[config.mk]
export PLATFORM = sky130hd
export DESIGN_NAME = serial_sub_ctrl
export DESIGN_NICKNAME = d
export VERILOG_FILES = /design/src/rtl/serial_sub_ctrl_pkg.sv /design/src/rtl/serial_sub_ctrl_full_subtractor_bit.sv /design/src/rtl/serial_sub_ctrl.sv
export SDC_FILE = /design/constraint.sdc
export NUM_CORES = 1
export LEC_CHECK = 0
export CAP_MARGIN = 10
export CORE_MARGIN = 8
export CORE_UTILIZATION = 51
export CTS_CLUSTER_SIZE = 20
export DETAILED_ROUTE_END_ITERATION = 8
export PLACE_DENSITY_LB_ADDON = 0.1
export SYNTH_ARGS = -nofsm -noshare
export SYNTH_HDL_FRONTEND = slang
export SYNTH_HIERARCHICAL = 1
export SYNTH_SLANG_ARGS = --single-unit
[constraint.sdc]
create_clock -name clk -period 3.34 [get_ports clk]
set_input_delay 0.668 -clock clk [delete_from_list [all_inputs] [get_ports clk]]
set_output_delay 0.668 -clock clk [all_outputs]
set_load 0.1 [all_outputs]
[src/rtl/serial_sub_ctrl_pkg.sv]
// Shared definitions for the bit-serial subtraction controller:
// controller state encodings and the default operand width.
package serial_sub_ctrl_pkg;

  localparam int DEFAULT_WIDTH = 8;

  typedef enum logic [1:0] {
    ST_IDLE = 2'd0,
    ST_RUN  = 2'd1,
    ST_DONE = 2'd2
  } state_t;

endpackage

[src/rtl/serial_sub_ctrl_full_subtractor_bit.sv]
// Single-bit subtract cell: two half-subtractor stages (a-b, then
// that difference minus the incoming borrow) with their borrows ORed.

module half_subtractor (
  input  logic i_a,
  input  logic i_b,
  output logic o_d,
  output logic o_bout
);
  assign o_d    = i_a ^ i_b;
  assign o_bout = ~i_a & i_b;
endmodule

module full_subtractor_bit (
  input  logic i_a,
  input  logic i_b,
  input  logic i_bin,
  output logic o_d,
  output logic o_bout
);
  logic w_d1;
  logic w_b1;
  logic w_b2;

  half_subtractor u_hs_ab (
    .i_a    (i_a),
    .i_b    (i_b),
    .o_d    (w_d1),
    .o_bout (w_b1)
  );

  half_subtractor u_hs_bin (
    .i_a    (w_d1),
    .i_b    (i_bin),
    .o_d    (o_d),
    .o_bout (w_b2)
  );

  // The two stages can never both borrow, so OR gives the combined borrow.
  assign o_bout = w_b1 | w_b2;
endmodule

[src/rtl/serial_sub_ctrl.sv]
// Bit-serial A - B controller: loads the operands, feeds one bit per
// cycle LSB-first through a single full-subtractor cell, carries the
// borrow in a flip-flop and captures the result after WIDTH bits.
//
// state   | meaning
// --------+-------------------------------------------------------
// IDLE    | waiting for start; dif/br hold the last result
// RUN     | one operand bit processed per clock, WIDTH clocks total
// DONE    | one-cycle done pulse, dif/br valid; back to IDLE

module serial_sub_ctrl
  import serial_sub_ctrl_pkg::*;
#(
  parameter  int WIDTH = DEFAULT_WIDTH,
  localparam int CNT_W = $clog2(WIDTH)
) (
  input  logic             clk,
  input  logic             rst,
  input  logic             start,
  input  logic [WIDTH-1:0] a,
  input  logic [WIDTH-1:0] b,
  output logic             busy,
  output logic             done,
  output logic [WIDTH-1:0] dif,
  output logic             br
);

  state_t           r_state;
  logic [WIDTH-1:0] r_a_sh;
  logic [WIDTH-1:0] r_b_sh;
  // Only WIDTH-1 result bits need storage: the last bit goes straight
  // from the cell into dif on the completing edge.
  logic [WIDTH-2:0] r_res_sh;
  logic             r_bin;
  logic [CNT_W-1:0] r_cnt;
  logic             r_busy;
  logic             r_done;
  logic [WIDTH-1:0] r_dif;
  logic             r_br;

  logic             w_d;
  logic             w_bout;
  logic [WIDTH-1:0] w_res_full;

  full_subtractor_bit u_fsb (
    .i_a    (r_a_sh[0]),
    .i_b    (r_b_sh[0]),
    .i_bin  (r_bin),
    .o_d    (w_d),
    .o_bout (w_bout)
  );

  // Result register as it looks after this cycle's bit enters at the MSB.
  assign w_res_full = {w_d, r_res_sh};

  // Sequencing FSM with datapath registers and registered status outputs.
  always_ff @(posedge clk) begin
    if (rst) begin
      r_state  <= ST_IDLE;
      r_a_sh   <= '0;
      r_b_sh   <= '0;
      r_res_sh <= '0;
      r_bin    <= 1'b0;
      r_cnt    <= '0;
      r_busy   <= 1'b0;
      r_done   <= 1'b0;
      r_dif    <= '0;
      r_br     <= 1'b0;
    end else begin
      case (r_state)
        ST_IDLE: begin
          if (start) begin
            r_a_sh  <= a;
            r_b_sh  <= b;
            r_bin   <= 1'b0;
            r_cnt   <= '0;
            r_busy  <= 1'b1;
            r_state <= ST_RUN;
          end
        end
        ST_RUN: begin
          r_a_sh   <= r_a_sh >> 1;
          r_b_sh   <= r_b_sh >> 1;
          r_res_sh <= w_res_full[WIDTH-1:1];
          r_bin    <= w_bout;
          r_cnt    <= r_cnt + 1'b1;
          if (r_cnt == CNT_W'(WIDTH-1)) begin
            r_dif   <= w_res_full;
            r_br    <= w_bout;
            r_done  <= 1'b1;
            r_state <= ST_DONE;
          end
        end
        ST_DONE: begin
          r_done  <= 1'b0;
          r_busy  <= 1'b0;
          r_state <= ST_IDLE;
        end
        default: begin
          r_done  <= 1'b0;
          r_busy  <= 1'b0;
          r_state <= ST_IDLE;
        end
      endcase
    end
  end

  assign busy = r_busy;
  assign done = r_done;
  assign dif  = r_dif;
  assign br   = r_br;

endmodule
## After elaboration in Yosys (flattened, before gate mapping)

Index checks and enable logic that the tools add are counted.

| word-level totals | value |
|---|---|
| flip-flop bits (word level) | 40 |
| bits of input ports | 19 |
| word-level logic and storage cells | 46 |

| operators by class | value |
|---|---|
| add/sub/neg operators | 1 |
| equal/unequal tests | 4 |
| mux-type cells | 15 |
| bitwise operators | 9 |
| reductions and logical operators | 7 |

Operators with widths:

| kind | count |
|---|---|
| $pmux W8 S2 | 2 |
| $mux W8 | 2 |
| $reduce_and A2 Y1 | 5 |
| $pmux W1 S2 | 3 |
| $pmux W3 S2 | 1 |
| $mux W2 | 2 |
| $ne A2 B2 Y1 const B | 2 |
| $not A1 Y1 | 4 |
| $pmux W2 S2 | 1 |
| $add A3 B1 Y3 const B | 1 |
| $eq A3 B3 Y1 const B | 1 |
| $mux W1 | 3 |
| $mux W3 | 1 |
| $and A1 B1 Y1 | 2 |
| $eq A2 B1 Y1 const B | 1 |
| $logic_not A2 Y1 | 1 |
| $reduce_bool A2 Y1 | 1 |
| $xor A1 B1 Y1 | 2 |
| $or A1 B1 Y1 | 1 |

## Longest topological paths before layout

Gate-level depths: netlist (run 1).

| logic depth | value |
|---|---|
| depth in word-level cells | 5 |
| gate-level depth with buffers | 8 |
| depth with buffers taken out | 8 |

## Cells and area by module

The synthesis (run 1) kept the hierarchy.

By module, submodules not included:

| module | times used | cells each | area an instance (um2) | sequential area each (um2) |
|---|---|---|---|---|
| serial_sub_ctrl | 1 | 174 | 1625.3 | 800.8 |
| half_subtractor | 2 | 3 | 20.0 | 0.0 |
| full_subtractor_bit | 1 | 1 | 6.3 | 0.0 |

## Least setup slack after synthesis (run 1)

No wires, ideal clock.

| timing path | value |
|---|---|
| path kind | register -> output |
| start | register r_done, in the netlist done |
| end | output done |
| arrival time | 0.925 ns |
| path slack | 1.747 ns |
| stages on the path, launching flop included | 1 |
| path buffers | 0 |
| cell sequence | dfxtp_1 |

RTL lines:

| item | RTL line | source |
|---|---|---|
| from (decl) | serial_sub_ctrl.sv:37 | `logic r_done;` |
| from (signal assigned) | serial_sub_ctrl.sv:66 | `r_done <= 1'b0;` |
| from (signal assigned) | serial_sub_ctrl.sv:90 | `r_done <= 1'b1;` |
| from (signal assigned) | serial_sub_ctrl.sv:95 | `r_done <= 1'b0;` |
| to (decl) | serial_sub_ctrl.sv:23 | `output logic done,` |

No word-level cell between the ends.

## Worst setup path after layout (run 1)

| timing path | value |
|---|---|
| start | register r_cnt[0] |
| end | register r_br, in the netlist br |

| on the way | value |
|---|---|
| word-level cells in the longest chain between the ends | 2 |

RTL lines:

| item | RTL line | source |
|---|---|---|
| from (decl) | serial_sub_ctrl.sv:35 | `logic [CNT_W-1:0] r_cnt;` |
| from (signal assigned) | serial_sub_ctrl.sv:86 | `r_cnt <= r_cnt + 1'b1;` |
| $eq A3 B3 Y1 | serial_sub_ctrl.sv:87 | `if (r_cnt == CNT_W'(WIDTH-1)) begin` |
| $reduce_and A2 Y1 (no source line) | n/a |  |
| to (signal assigned) | serial_sub_ctrl.sv:89 | `r_br <= w_bout;` |
| to (decl) | serial_sub_ctrl.sv:39 | `logic r_br;` |

Every way passes these cells.
A chain may end at the register's enable or synchronous reset.

==> results_dict.tcl, run 1 <==
set metrics [dict create \
    critPathLaunchType "flip-flop" \
    postRouteAntennaNets 0 \
    leakage_nw 0.735 \
    dpl_worst_slack_ns 1.26 \
    synthesis.area_mm2 0.00167 \
    crit_type "reg2reg" \
    required_ns 3.55 \
    worst_slack_ns 1.55 \
    grt_setup_unrepaired "false" \
    power_density_mw_per_mm2 441 \
    fin_area_mm2 0.00195 \
    reg2reg_slack_ns 1.55 \
    whs_endpoint "dif[4]$_SDFFE_PP0P_" \
    core_area_mm2 0.00308 \
    core.rowCount 20 \
    synth_seq_cells 40 \
    synth_top_area_cell "dfxtp_1" \
    slew_headroom 0.422 \
    worstMarginPinSlew_ns 0.865 \
    clk_latency_ns 0.34 \
    grt_util_all_layers 0.139 \
    ir_drop_uv 291 \
    grt_pass1_vias 1366 \
    htree_levels 2 \
    maxSlewViolCount 0 \
    cpMostUsedCell "ha_1" \
    hold_class "reg2reg" \
    fp.dieW_um 73.3 \
    cts-root-buf "clkbuf_4" \
    yosysMostFrequentCell "dfxtp_1" \
    multiInputGateArea_um2 708 \
    cts_tree "yes" \
    area_growth_pct 16.8 \
    synth_edf_count 0 \
    status "finished, final reports clean" \
    place.gp.congestion 0.700 \
    antenna_found_initial 0 \
    firstDrtPassIters 4 \
    clk_pin_slew_ns 0.11 \
    worstReg2RegEnd "br$_SDFFE_PP0P_" \
    cts_sinks 40 \
    drt-initial-drc-count 100 \
    viasPerCell 5.42 \
    synth_ff_type "dfxtp_1" \
    clk_path_buf_depth 2 \
    grt_pass1_wl_mm 5.86 \
    endpoint_kind "flip-flop" \
    ys_async_sr_fraction 0 \
    post-cts-setup-buffer-count 0 \
    worstHoldPathCells 2 \
    path_max_fanout 12 \
    maxCapViolations 0 \
    synth_warnings 6 \
    min_period_over_period 0.535 \
    synth_nets 204 \
    synth_common_cells "dfxtp_1, nand2_1, a21oi_1" \
    r2r_start "r_cnt[0]$_SDFFE_PP0P_" \
    drt_wl_total_mm 3.36 \
    num-nets-final 228 \
    clock_skew_ns 0.00542 \
    pin_count 30 \
    synthCells 181 \
    drc 0 \
    avgSynthCellArea_um2 9.24 \
    grt_remaining_overflow 0 \
    grt_max_degree 41 \
    dp_hpwl_mm 2.31 \
    path_cells "ha_1, ha_1, nand3b_1, nand2_1, a21oi_1" \
    crit_path_max_incr_delay_ns 0.43 \
    setup_viol 0 \
    ys_types 26 \
    die_h_um 73.3 \
    rr_worst_depth 5 \
    hp-start "dif[4]$_SDFFE_PP0P_" \
    finalSetupTns_ns 0 \
    cp.arrival_ns 2.00 \
    fillCellCount 285 \
    cts_resized 0 \
    clock.fmax_ghz 0.560 \
    routedWlPerCell_um 13.5 \
    final-hold-violation-count 0 \
    yosys.area.top_type_share 0.479 \
    fin_crit_ns 1.79 \
    seqCellArea_um2 801 \
    numCtsBuffers 5 \
    drive_gt1_frac 0.180 \
    ys_seq_area_frac 0.479 \
    placed_area_mm2 0.00191 \
    start_util 0.543 \
    antennaDiodeCount 0 \
    io_buffers 29 \
    vias 1350 \
    die_area_mm2 0.00537 \
    hold_buffers 0 \
    synthTopCellsByArea "dfxtp_1, o221a_1, a21oi_1, a21oi_2, nand2_1" \
    cp_slowest_cell "ha_1" \
]
==> area by class of cell <==
type,instances,area share
flip-flops and latches,40,0.410
multi-input cells,109,0.363
repair buffers,30,0.138
inverters,19,0.0365
well taps,44,0.0282
clock buffers,6,0.0212
clock inverters,1,0.00256
==> cells by family after synthesis <==
| kind of cell | Yosys count | share of synthesized area |
|---|---|---|
| AO/OA/AOI/OAI | 53 | 0.247 |
| buffers and inverters | 32 | 0.0973 |
| AND/OR/NAND/NOR | 52 | 0.147 |
| flip-flops | 40 | 0.479 |
| adder cells (fa/ha/maj) | 4 | 0.0299 |
==> power breakdown <==
| part | switching (W) | total, W | internal (W) |
|---|---|---|---|
| logic | 0.0000677 | 0.000124 | 0.0000565 |
| clock network | 0.000143 | 0.000221 | 0.0000776 |
| registers | 0.0000153 | 0.000516 | 0.000501 |
| total | 0.000226 | 0.000861 | 0.000635 |
==> critical path, delay by kind of cell, from the launching register on <==
family / cells / cell delay (ns)
adders and majority gates: 2 / 0.60
and+or+nand+nor: 2 / 0.59
DFF: 1 / 0.39
AOI/OAI and AO/OA: 1 / 0.08
==> routing by layer <==
layer	vias up	wire, µm	track usage	share of wire
li1	672	-	-	-
met1	638	1500	0.159	0.45
met2	32	1580	0.218	0.47
met3	8	198	0.0585	0.059
met4	0	77	0.0667	0.023
met5	-	0	0	0
==> through the flow <==
stage	util	hold slack [ns]	std cells	total power (W)
6_report	0.634	0.463	249	0.000861
5_1_grt	0.634	0.494	249	0.000905
4_1_cts	0.634	0.463	249	0.000872
3_5_place_dp	0.619	0.448	242	0.000651
3_3_place_gp	0.619	0.443	242	0.000646
2_1_floorplan	-	0.437	181	0.000619
==> flip-flops by register name, indices dropped and copies added (netlist names), 2 cells and up <==
signal / cells
r_cnt: 3
r_a_sh: 8
r_state: 2
r_b_sh: 8
r_res_sh: 7
dif: 8
==> how the worst max path moves through the flow <==
stage | endpoint | from | slack, ns | depth (start not counted)
finish | br$_SDFFE_PP0P_ | r_cnt[0]$_SDFFE_PP0P_ | 1.55 | 5
CTS | br$_SDFFE_PP0P_ | r_cnt[0]$_SDFFE_PP0P_ | 1.56 | 5
global route | dif[0]$_SDFFE_PP0P_ | r_cnt[0]$_SDFFE_PP0P_ | 1.33 | 5
global placement | r_b_sh[1]$_SDFFE_PP0P_ | start | 1.29 | 4
floorplan | done | done$_SDFFE_PP0P_ | 1.75 | 0
detailed placement | r_b_sh[1]$_SDFFE_PP0P_ | start | 1.26 | 4
==> cell usage in the layout (no fill, tap or decap), types with 4 or more instances in the layout <==
master | Yosys | routed
a21oi_1 | 22 | 22
a21oi_2 | 10 | 10
a22oi_1 | 5 | 5
buf_4 | 2 | 12
clkbuf_4 | 0 | 5
clkdlybuf4s50_1 | 0 | 18
dfxtp_1 | 40 | 40
ha_1 | 4 | 4
inv_1 | 19 | 19
nand2_1 | 23 | 23
nand3_1 | 9 | 9
nor2_1 | 9 | 9
o221a_1 | 10 | 10
o221a_2 | 4 | 4
No activity file was read; power rests on OpenSTA's default activity.
==> inputs of run 2 (changes only) <==
clock period = 1.8 ns   (was 3.34 ns; I/O delays follow)
==> run 2 against run 1 <==
Combinational power grew 100%. Wire length is 1.1% higher. Power grew 95%. Via count shrank 2.4%. Highest routed layer unchanged. Fmax grew 15%. Clock power up 110%. Design area increased by 9.9%. Non-clock buffer count up 2. Largest power group unchanged. Final cell count grew 1.2%. Clock-buffer cell count unchanged. Die area unchanged. Sequential cell count unchanged.
==> results_dict.tcl, run 2 (same netlist as run 1, synthesis figures left out) <==
set metrics [dict create \
    status "finished, final reports clean" \
    io_buffers 29 \
    clk_path_buf_depth 2 \
    multiInputGateArea_um2 708 \
    crit_path_max_incr_delay_ns 0.36 \
    grt_remaining_overflow 0 \
    antenna_found_initial 0 \
    vias 1317 \
    critPathLaunchType "flip-flop" \
    whs_ns 0.465 \
    clk_pin_slew_ns 0.12 \
    clk_latency_ns 0.35 \
    slew_headroom 0.572 \
    core_area_mm2 0.00308 \
    maxCapViolations 0 \
    final_cell_mix "dfxtp_1, nand2_1, a21oi_1" \
    setup_viol 0 \
    dp.cells 244 \
    maxSlewViolCount 0 \
    cts_resized 0 \
    crit_type "reg2reg" \
    power_w 0.00168 \
    dp_hpwl_mm 2.31 \
    grt_pass1_vias 1260 \
    num-nets-final 230 \
    finalNonFillerCells 252 \
    drt_wl_total_mm 3.39 \
    reg2reg_slack_ns 0.25 \
    ir_drop_uv 698 \
    fp.dieW_um 73.3 \
    htree_levels 2 \
    drt-initial-drc-count 129 \
    pin_count 30 \
    required_ns 2.04 \
    viasPerCell 5.23 \
    r2r_start "r_a_sh[0]$_SDFFE_PP0P_" \
    finalSetupTns_ns 0 \
    die_area_mm2 0.00537 \
    start_util 0.543 \
    cpMostUsedCell "inv_1" \
    place.gp.congestion 0.744 \
    post-cts-setup-buffer-count 0 \
    routedWlPerCell_um 13.5 \
    min_period_over_period 0.860 \
    endpoint_kind "flip-flop" \
    clock.fmax_ghz 0.646 \
    firstDrtPassIters 4 \
    fillCellCount 257 \
    cp.arrival_ns 1.79 \
    path_max_fanout 2 \
    clock_skew_ns 0.0117 \
    hp-start "r_res_sh[0]$_SDFFE_PP0P_" \
    cts_sinks 40 \
    hold_buffers 0 \
    fin_crit_ns 1.55 \
    final-hold-violation-count 0 \
    grt_max_degree 41 \
    postRouteAntennaNets 0 \
    cp_slowest_cell "dfxtp_1" \
    hold_class "reg2reg" \
    path_cells "inv_1, ha_1, inv_1, inv_1, ha_1, or2_1, a22oi_1, nor2_1" \
    drc 0 \
    power_density_mw_per_mm2 784 \
    numCtsBuffers 5 \
    grt_util_all_layers 0.135 \
    crit_start "r_a_sh[0]$_SDFFE_PP0P_" \
    layout_commonest_cell "dfxtp_1" \
    leakage_nw 0.794 \
    area_growth_pct 28.3 \
    grt_setup_unrepaired "false" \
    die_h_um 73.3 \
    antennaDiodeCount 0 \
    core.rowCount 20 \
    drive_gt1_frac 0.197 \
    cts_tree "yes" \
    worstMarginPinSlew_ns 0.641 \
    cts-root-buf "clkbuf_4" \
    grt_pass1_wl_mm 5.73 \
    seqCellArea_um2 801 \
]
run 2: cell count changes in the layout (fill, tap and decap cells not counted):
cell	before	now
buf_12	0	13
clkinv_2	1	2
clkbuf_8	0	1
clkbuf_1	1	0
buf_4	12	1
run 2: worst paths after layout:
path              depth (start not counted)                  endpoint
setup reg to reg                          8        r_bin$_SDFFE_PP0P_
setup / recovery                          8        r_bin$_SDFFE_PP0P_
hold reg to reg                           2  r_res_sh[0]$_SDFFE_PP0P_
hold / removal                            2  r_res_sh[0]$_SDFFE_PP0P_
run 2: per-stage QoR:
step / setup WS (ns) / utilization / instance area, µm²
floorplan: 0.383 / - / 1670
detailed placement: -0.0130 / 0.677 / 2080
CTS: 0.248 / 0.697 / 2140
finish: 0.253 / 0.697 / 2140
global route: 0.155 / 0.697 / 2140
global placement: 0.0641 / 0.677 / 2080
run 2: power by group:
part | total [W] | internal [W] | switching [W]
clock | 0.000475 | 0.000186 | 0.000289
combinational | 0.000248 | 0.000119 | 0.000128
sequential | 0.000960 | 0.000929 | 0.0000306
total | 0.00168 | 0.00123 | 0.000448
run 2: final cells by class:
cell class | instances | share of cell area
sequential | 40 | 0.373
timing repair buffer | 32 | 0.209
multi-input combinational | 109 | 0.330
inverter | 19 | 0.0333
clock inverter | 2 | 0.00467
tap | 44 | 0.0257
clock buffer | 6 | 0.0239
run 2: routing by layer:
| layer | vias up | track usage | part of all wire |
|---|---|---|---|
| li1 | 674 | - | - |
| met1 | 609 | 0.170 | 0.48 |
| met2 | 31 | 0.204 | 0.45 |
| met3 | 3 | 0.0544 | 0.057 |
| met4 | 0 | 0.0400 | 0.0088 |
| met5 | - | 0 | 0 |
run 2: worst max-delay path, delay by kind of cell, from the launching register on:
family | cells | cell delay, ns
buffers and inverters | 3 | 0.15
and+or+nand+nor | 2 | 0.30
AOI/OAI and AO/OA | 1 | 0.18
adders and majority gates | 2 | 0.45
DFF | 1 | 0.36
